--- src/rtl/g3f_deadtime_driver.sv ---
// Gate driver for the twisted-ring phase generator: resynchronises Qa/Qb/Qc,
// checks the ring sequence and drives complementary hs/ls with a dead band.
module g3f_deadtime_driver #(
  parameter int SYNC_STAGES = 2,
  parameter int DT_W        = 4
) (
  input  logic            clk,
  input  logic            rst,
  input  logic            en,
  input  logic [DT_W-1:0] dead_time,
  input  logic [2:0]      ph_in,
  output logic [2:0]      hs,
  output logic [2:0]      ls,
  output logic            step_pulse,
  output logic            dir,
  output logic            fault
);

  localparam logic [1:0] ST_OFF   = 2'd0;
  localparam logic [1:0] ST_DEAD  = 2'd1;
  localparam logic [1:0] ST_DRIVE = 2'd2;

  localparam int              PC_W      = $clog2(SYNC_STAGES + 1) + 1;
  localparam logic [PC_W-1:0] PRIME_CNT = PC_W'(SYNC_STAGES);

  function automatic logic is_legal(input logic [2:0] c);
    return (c != 3'b010) && (c != 3'b101);
  endfunction

  // Illegal codes map to themselves so they never look like a step.
  function automatic logic [2:0] ring_succ(input logic [2:0] c);
    case (c)
      3'b000:  return 3'b001;
      3'b001:  return 3'b011;
      3'b011:  return 3'b111;
      3'b111:  return 3'b110;
      3'b110:  return 3'b100;
      3'b100:  return 3'b000;
      default: return c;
    endcase
  endfunction

  function automatic logic [2:0] ring_pred(input logic [2:0] c);
    case (c)
      3'b000:  return 3'b100;
      3'b100:  return 3'b110;
      3'b110:  return 3'b111;
      3'b111:  return 3'b011;
      3'b011:  return 3'b001;
      3'b001:  return 3'b000;
      default: return c;
    endcase
  endfunction

  function automatic logic [DT_W-1:0] sat_dec(input logic [DT_W-1:0] v);
    return (v == '0) ? '0 : v - DT_W'(1);
  endfunction

  logic [2:0]      ph_sync [SYNC_STAGES];
  logic [2:0]      ph_s;
  logic [2:0]      ph_q;
  logic [2:0]      chg;
  logic [PC_W-1:0] prime_cnt;
  logic            primed;
  logic            mv;
  logic            fwd;
  logic            rev;
  logic            bad;
  logic [1:0]      st  [3];
  logic [DT_W-1:0] cnt [3];

  // Stage: asynchronous phase levels into the clk domain
  always_ff @(posedge clk) begin
    if (rst) begin
      for (int s = 0; s < SYNC_STAGES; s++) ph_sync[s] <= '0;
    end else begin
      ph_sync[0] <= ph_in;
      for (int s = 1; s < SYNC_STAGES; s++) ph_sync[s] <= ph_sync[s-1];
    end
  end

  assign ph_s = ph_sync[SYNC_STAGES-1];

  // Primed once the synchroniser has flushed the reset zeros and ph_q holds a real sample.
  always_ff @(posedge clk) begin
    if (rst) begin
      prime_cnt <= '0;
      primed    <= 1'b0;
    end else if (!primed) begin
      if (prime_cnt == PRIME_CNT) primed <= 1'b1;
      else                        prime_cnt <= prime_cnt + PC_W'(1);
    end
  end

  // Stage: sequence check of ph_s against the previous code
  assign chg = ph_s ^ ph_q;
  assign mv  = primed && (ph_s != ph_q);
  assign fwd = mv && is_legal(ph_q) && (ph_s == ring_succ(ph_q));
  assign rev = mv && is_legal(ph_q) && (ph_s == ring_pred(ph_q));
  assign bad = primed && (!is_legal(ph_s) || (mv && !fwd && !rev));

  always_ff @(posedge clk) begin
    if (rst) begin
      ph_q       <= '0;
      step_pulse <= 1'b0;
      dir        <= 1'b0;
      fault      <= 1'b0;
    end else begin
      ph_q       <= ph_s;
      step_pulse <= fwd || rev;
      if (fwd)      dir <= 1'b1;
      else if (rev) dir <= 1'b0;
      fault <= en ? (fault || bad) : 1'b0;
    end
  end

  // Stage: per-phase dead-band sequencer
  always_ff @(posedge clk) begin
    for (int i = 0; i < 3; i++) begin
      if (rst || !en || fault) begin
        st[i]  <= ST_OFF;
        cnt[i] <= '0;
      end else begin
        case (st[i])
          ST_OFF: begin
            if (primed) begin
              st[i]  <= ST_DEAD;
              cnt[i] <= dead_time;
            end
          end
          ST_DEAD: begin
            if (chg[i])              cnt[i] <= dead_time;
            else if (cnt[i] == '0)   st[i]  <= ST_DRIVE;
            else                     cnt[i] <= sat_dec(cnt[i]);
          end
          ST_DRIVE: begin
            if (chg[i]) begin
              st[i]  <= ST_DEAD;
              cnt[i] <= dead_time;
            end
          end
          default: begin
            st[i]  <= ST_OFF;
            cnt[i] <= '0;
          end
        endcase
      end
    end
  end

  // Fault and enable also mask combinationally so the pads drop without waiting for the FSM.
  always_comb begin
    hs = '0;
    ls = '0;
    for (int i = 0; i < 3; i++) begin
      if ((st[i] == ST_DRIVE) && en && !fault) begin
        hs[i] = ph_q[i];
        ls[i] = !ph_q[i];
      end
    end
  end

endmodule

--- config.mk ---
export PLATFORM = sky130hd
export DESIGN_NAME = g3f_deadtime_driver
export DESIGN_NICKNAME = d
export VERILOG_FILES = /design/src/rtl/g3f_deadtime_driver.sv
export SDC_FILE = /design/constraint.sdc
export NUM_CORES = 1
export LEC_CHECK = 0
export CAP_MARGIN = 30
export CORE_MARGIN = 2
export CORE_UTILIZATION = 60
export CTS_CLUSTER_DIAMETER = 200
export DETAILED_ROUTE_END_ITERATION = 16
export DONT_BUFFER_PORTS = 1
export GPL_ROUTABILITY_DRIVEN = 0
export PLACE_DENSITY = 0.76
export SYNTH_ARGS = -nofsm -noshare
export SYNTH_HDL_FRONTEND = slang
export SYNTH_SLANG_ARGS = --single-unit
--- constraint.sdc ---
create_clock -name clk -period 3.3 [get_ports clk]
set_clock_uncertainty 0.15 [all_clocks]
set_input_delay 0.495 -clock clk [delete_from_list [all_inputs] [get_ports clk]]
set_output_delay 0.495 -clock clk [all_outputs]
set_load 0.1 [all_outputs]
==> impl_metrics.json, run 1 <==
{
  "p_seq_frac": 0.561,
  "p_switching_uw": 394.2,
  "die_area_mm2": 0.003830,
  "syn_area_mm2": 0.002011,
  "cts-root-buf": "clkbuf_4",
  "crit_start": "st[0][1]$_SDFFCE_PP0P_",
  "power.internal_uw": 713.3,
  "ios": 19,
  "worst_setup_path_start_kind": "flip-flop",
  "fin_hold_ws_ns": 0.06625,
  "rows": 21,
  "endpoint": "ls[0]",
  "synth_seq_area_share": 0.4281,
  "hold_violations": 0,
  "pwr-share-comb": 0.245,
  "grt_pass1_vias": 1488,
  "ant_nets": 0,
  "antenna_found_initial": 0,
  "wl_per_cell_um": 14.52,
  "synth-edff-count": 18,
  "design_area_mm2": 0.002127,
  "min_period_ns": 2.264,
  "power_uw": 1108,
  "cp-end-kind": "primary output",
  "async_flop_share": 0,
  "ir_drop_uv": 338.0,
  "r2r_start": "cnt[2][0]$_SDFFCE_PP0P_",
  "synth_nets": 230,
  "drt_first_pass_iters": 4,
  "numCtsBuffers": 5,
  "synthTopCellsByArea": "edfxtp_1, dfxtp_1, nor2_1",
  "grt_pass1_wl_mm": 6.341,
  "num_antenna_cells": 0,
  "critPathKind": "flip-flop to primary output",
  "pwr-share-clk": 0.195,
  "cts_tree": "done",
  "max_slew_margin": 0.3602,
  "clock_latency_ns": 0.34,
  "syn_inst": 218,
  "clock_path_buffers": 2,
  "drv_cap": 0,
  "num_vias": 1658,
  "fin_cells": 265,
  "status": "finished, final reports clean",
  "dp.cells": 257,
  "dieWidth_um": 61.89,
  "ctsHtreeMaxLevel": 2,
  "post-route-period-util": 0.6861,
  "ys_ff_latch": 34,
  "yosysWarnings": 0,
  "area_growth_pct": 5.787,
  "cts_resized": 0,
  "synth.avg_cell_area_um2": 9.223,
  "synth_area_leader_cell": "edfxtp_1",
  "hold_buffers": 0,
  "timing.rr.end": "cnt[2][3]$_SDFFCE_PP0P_",
  "p_leak_uw": 0.0007537,
  "final_util": 0.6476,
  "drive_gt1_frac": 0.09589,
  "drv_slew": 0,
  "ff2ff_path_depth": 5,
  "grt_overflow": 0,
  "p_per_area_mw_per_mm2": 520.7,
  "core_area_mm2": 0.003284,
  "reg2reg_setup_slack_ns": 1.08,
  "post_cts_buffers": 0,
  "crit_required_ns": 2.65,
  "wl_mm": 3.848,
  "crit_arrival_ns": 1.62,
  "grt_max_degree": 19,
  "cts.clk_slew.worst_paths_ns": 0.11,
  "drtIter0Drc": 135,
  "portBuffers": 0,
  "hold_path_class": "input pin to flip-flop",
  "crit_fanout": 8,
  "cts_sinks": 34,
  "finalNetCount": 230,
  "vias_per_cell": 6.257,
  "setup_viol": 0,
  "placed_area_mm2": 0.002077,
  "dp_hpwl_mm": 2.815,
  "ys_types": 54,
  "swShare": 0.3559,
  "drc": 0,
  "start_util": 0.6122,
  "grt.total_usage": 0.2228,
  "synth_top_area_share": 0.2688,
  "synthFlopType": "edfxtp_1",
  "rsz0062_at_grt": "no",
  "dieHeight_um": 61.89,
  "fill_cells": 285,
  "worst_pin_slew_ns": 0.9583,
  "fmax_mhz": 441.7
}
## power groups by stage
stage	Clock, uW	Combinational (uW)	Sequential (uW)
5_1_grt	244	305	633
6_report	215	271	621
3_5_place_dp	0	270	629
3_3_place_gp	0	258	622
2_1_floorplan	0	263	576
4_1_cts	224	271	619
## sequential cells by signal (all words and copies together) (netlist names)
| signal | cells |
|---|---|
| fault | 1 |
| step_pulse | 1 |
| ph_q | 3 |
| cnt | 12 |
| st | 6 |
| dir | 1 |
| primed | 1 |
| prime_cnt | 3 |
| ph_sync | 6 |
## layout make-up
class / instances / area, um2 / share of cell area
inverter: 3 / 11.26 / 0.005294
timing repair buffer: 7 / 52.55 / 0.02471
sequential: 34 / 860.8 / 0.4047
tap: 46 / 57.56 / 0.02706
clock inverter: 2 / 8.758 / 0.004118
clock buffer: 6 / 41.29 / 0.01941
multi-input combinational: 167 / 1095 / 0.5147
## cell usage after synthesis (3+ instances only)
cell type / count
nor2_1: 23
edfxtp_1: 18
dfxtp_1: 16
a21oi_1: 15
nand2_1: 15
nor2b_1: 10
o21ai_1: 10
nand2b_1: 7
o21ai_0: 7
xnor2_1: 6
nand3_1: 5
clkbuf_1: 4
nand4b_1: 4
nor3_1: 4
xor2_1: 4
a2111oi_0: 3
a211oi_1: 3
a21o_1: 3
and4b_1: 3
buf_4: 3
buf_6: 3
inv_1: 3
nand3b_1: 3
o22ai_1: 3
o31ai_1: 3
## layer usage
layer | share of wire | global-route usage | wire (um) | vias up
met5 | 0 | 0 | 0 | -
met4 | 0.0078 | 0.08207 | 30 | 0
met3 | 0.059 | 0.06625 | 226 | 5
met2 | 0.50 | 0.3774 | 1909 | 50
met1 | 0.44 | 0.2674 | 1681 | 794
li1 | - | - | - | 809
## cells by family (layout without fill, tap and decap cells)
kind of cell | after synthesis | count (layout) | synth area share
flip-flops | 34 | 34 | 0.4281
AND/OR/NAND/NOR | 97 | 97 | 0.2819
XOR/XNOR | 10 | 10 | 0.04356
AO/OA/AOI/OAI | 58 | 58 | 0.1842
adder cells (fa/ha/maj) | 2 | 2 | 0.01244
buffers and inverters | 17 | 18 | 0.04978
## worst min path at each step
stage,startpoint,cells after the start,endpoint,slack [ns]
final,rst,1,ph_q[2]$_SDFF_PP0_,0.07
after global routing,rst,1,ph_sync[0][4]$_SDFF_PP0_,0.04
after global placement,ph_sync[0][0]$_SDFF_PP0_,1,ph_sync[0][3]$_SDFF_PP0_,0.27
after detailed placement,ph_sync[0][1]$_SDFF_PP0_,1,ph_sync[0][4]$_SDFF_PP0_,0.28
after CTS,rst,1,ph_q[2]$_SDFF_PP0_,0.05
after floorplan,ph_sync[0][0]$_SDFF_PP0_,1,ph_sync[0][3]$_SDFF_PP0_,0.26
## stage by stage
step                setup TNS (ns)  setup slack, ns
finish                           0            1.036
global route                     0           0.9236
global placement                 0            1.251
floorplan                  -0.6239          -0.2570
CTS                              0            1.008
detailed placement               0            1.126
## cell usage in the layout, fill, tap and decap left out, types with 2 or more instances in the layout
cell type	n
ha_1	2
dfxtp_1	16
clkbuf_4	5
nand3_1	5
xor2_1	4
o21a_1	2
o311ai_1	2
nor2b_1	10
nand4_1	2
nor4bb_4	2
nand4b_1	4
nand3b_1	3
a2111oi_0	3
and4b_1	3
a21oi_1	15
nor4_1	2
xnor2_1	6
o31ai_1	3
nor3_1	4
nand2_1	15
edfxtp_1	18
o21ai_1	10
or3_1	2
o22ai_1	3
buf_4	7
a21o_1	3
o21ai_0	7
nand2b_1	7
a211oi_1	3
nor2_1	23
or3b_1	2
inv_1	3
## critical path: stages (launching register included)
cell	delay (ns)
edfxtp_1	0.49
inv_1	0.15
nor4b_4	0.30
buf_4	0.33
(Power assumes the default switching activity.)
==> inputs of run 2 (changes only) <==
--- a/config.mk
+++ b/config.mk
@@ -7,12 +7,12 @@
 export LEC_CHECK = 0
 export CAP_MARGIN = 30
 export CORE_MARGIN = 2
-export CORE_UTILIZATION = 60
+export CORE_UTILIZATION = 57
 export CTS_CLUSTER_DIAMETER = 200
 export DETAILED_ROUTE_END_ITERATION = 16
 export DONT_BUFFER_PORTS = 1
 export GPL_ROUTABILITY_DRIVEN = 0
-export PLACE_DENSITY = 0.76
+export PLACE_DENSITY = 0.75
 export SYNTH_ARGS = -nofsm -noshare
 export SYNTH_HDL_FRONTEND = slang
 export SYNTH_SLANG_ARGS = --single-unit
==> constraint.sdc (replaced) <==
create_clock -name clk -period 1.8 [get_ports clk]
set_clock_uncertainty 0.15 [all_clocks]
set_input_delay 0.27 -clock clk [delete_from_list [all_inputs] [get_ports clk]]
set_output_delay 0.27 -clock clk [all_outputs]
set_load 0.1 [all_outputs]
==> run 2 against run 1 <==
  * The flow now finishes with violations (setup timing)
  * Design area is 29% higher
  * Critical path depth up 1
  * Routed wire length is 26% higher
  * Worst hold slack got worse by 0.031 ns
  * Non-clock buffer count up 42
  * Core utilization is 17 points higher
  * Clock-buffer cell count increased by 2
  * Critical path type unchanged
  * Critical endpoint is now ls[2]
==> impl_metrics.json, run 2 (synthesis gave the netlist of run 1 again) <==
{
  "status": "finished, violations left",
  "violations": "setup timing",
  "fmax_mhz": 522.5,
  "met1_length_mm": 1.915,
  "fin_cells": 307,
  "finalSetupTns_ns": -0.5588,
  "detailedPlace.worstSlack_ns": -0.09480,
  "worst_pin_slew_ns": 0.5533,
  "drv_slew": 0,
  "layout_commonest_cell": "buf_4",
  "portBuffers": 0,
  "drt_first_pass_iters": 4,
  "drc": 0,
  "ant_nets": 0,
  "crit_arrival_ns": 1.49,
  "fill_cells": 221,
  "reg_top3": "cnt (12), ph_sync (6), st (6)",
  "wl_mm": 4.865,
  "setup_ws_ns": -0.1139,
  "regMostFlops": "cnt",
  "cp-end-kind": "primary output",
  "drtIter0Drc": 181,
  "clock_path_buffers": 2,
  "ios": 19,
  "finalNetCount": 272,
  "fin_hold_ws_ns": 0.03532,
  "p_leak_uw": 0.001011,
  "worst_setup_path_start_kind": "flip-flop",
  "ir_drop_uv": 804.0,
  "num_vias": 1849,
  "grt_max_degree": 17,
  "wl_per_cell_um": 15.85,
  "cts_tree": "done",
  "met2_length_mm": 2.522,
  "final_util": 0.8170,
  "grt_pass1_wl_mm": 7.734,
  "hold_path_class": "input pin to flip-flop",
  "vias_per_cell": 6.023,
  "max_slew_margin": 0.6299,
  "antenna_found_initial": 0,
  "drv_cap": 0,
  "final_cell_mix": "buf_4, nor2_1, edfxtp_1",
  "num_antenna_cells": 0,
  "dieHeight_um": 63.39,
  "clock_latency_ns": 0.35,
  "dp_hpwl_mm": 3.228,
  "critPathKind": "flip-flop to primary output",
  "wl_met3_um": 277,
  "min_period_ns": 1.914,
  "cts-root-buf": "clkbuf_4",
  "cts_sinks": 34,
  "post-route-period-util": 1.063,
  "grt_overflow": 0,
  "area_growth_pct": 36.65,
  "numCtsBuffers": 5,
  "crit_fanout": 6,
  "hold_violations": 0,
  "rsz0062_at_grt": "yes",
  "setup_viol": 6,
  "dieWidth_um": 63.39,
  "grt_pass1_vias": 1740,
  "ctsHtreeMaxLevel": 2,
  "dp.cells": 281,
  "cts.clk_slew.worst_paths_ns": 0.11,
  "drive_gt1_frac": 0.3257,
  "rows": 21,
  "p_per_area_mw_per_mm2": 866.2,
  "die_area_mm2": 0.004018,
  "core_area_mm2": 0.003363,
  "top_layer": "met4",
  "crit_required_ns": 1.38,
  "grt.total_usage": 0.2461,
  "start_util": 0.5978,
  "largest_reg_flops": 12
}
==> run 2: changes by cell type in the layout (fill, tap and decap cells not counted), sizes merged <==
cell / before / now
buf: 7 / 39
clkinv: 2 / 0
dlygate4sd3: 0 / 9
clkbuf: 6 / 9
==> run 2: cell type report <==
class	instances	area, um2	area share
Sequential cell	34	880.8	0.3206
Tap cell	46	57.56	0.02095
Multi-Input combinational cell	167	1269	0.4617
Inverter	3	11.26	0.004098
Timing Repair Buffer	49	470.5	0.1712
Clock buffer	8	58.81	0.02140
==> run 2: what timing repair did <==
item / 4_1_cts / 5_1_grt
gates cloned: 0 / 0
setup buffers: 5 / 4
resized for setup: 10 / 31
hold buffers: 9 / 0
pin swaps: 4 / 11
setup endpoints to repair: 28 / 32
endpoints found under the hold margin: 24 / 0
==> run 2: worst paths after layout <==
check | start | slack (ns) | end | cells past startpoint
worst min-delay path | dead_time[1] | 0.04 | cnt[2][1]$_SDFFCE_PP0P_ | 2
worst max register to register | ph_sync[0][5]$_SDFF_PP0_ | 0.01 | dir$_SDFFE_PP0P_ | 6
worst min register to register | ph_sync[0][2]$_SDFF_PP0_ | 0.29 | ph_sync[0][5]$_SDFF_PP0_ | 1
worst max-delay path | fault$_SDFF_PP0_ | -0.11 | ls[2] | 4
==> run 2: metrics by stage <==
step	area, um2	total power, uW
floorplan	2076	1565
global placement	2352	1723
detailed placement	2352	1771
CTS	2565	2270
global route	2748	2504
finish	2748	2380
==> run 2: worst max-delay path, cell delays in order (launching register included) <==
cell      delay (ns)
dfxtp_4         0.35
and2b_2         0.23
buf_6           0.12
nor4bb_4        0.25
buf_12          0.21
==> run 2: report_power, final <==
part           internal [uW]  leakage (uW)  total, uW  switching (uW)
Combinational            386      0.000639        834             448
Clock                    193     0.0000326        451             258
Sequential               946      0.000340       1100             150
==> run 2: layer usage <==
layer | vias to the layer above | global-route usage
met5 | - | 0
met4 | 0 | 0.1168
met3 | 18 | 0.07321
met2 | 68 | 0.4158
met1 | 868 | 0.2842
li1 | 895 | -
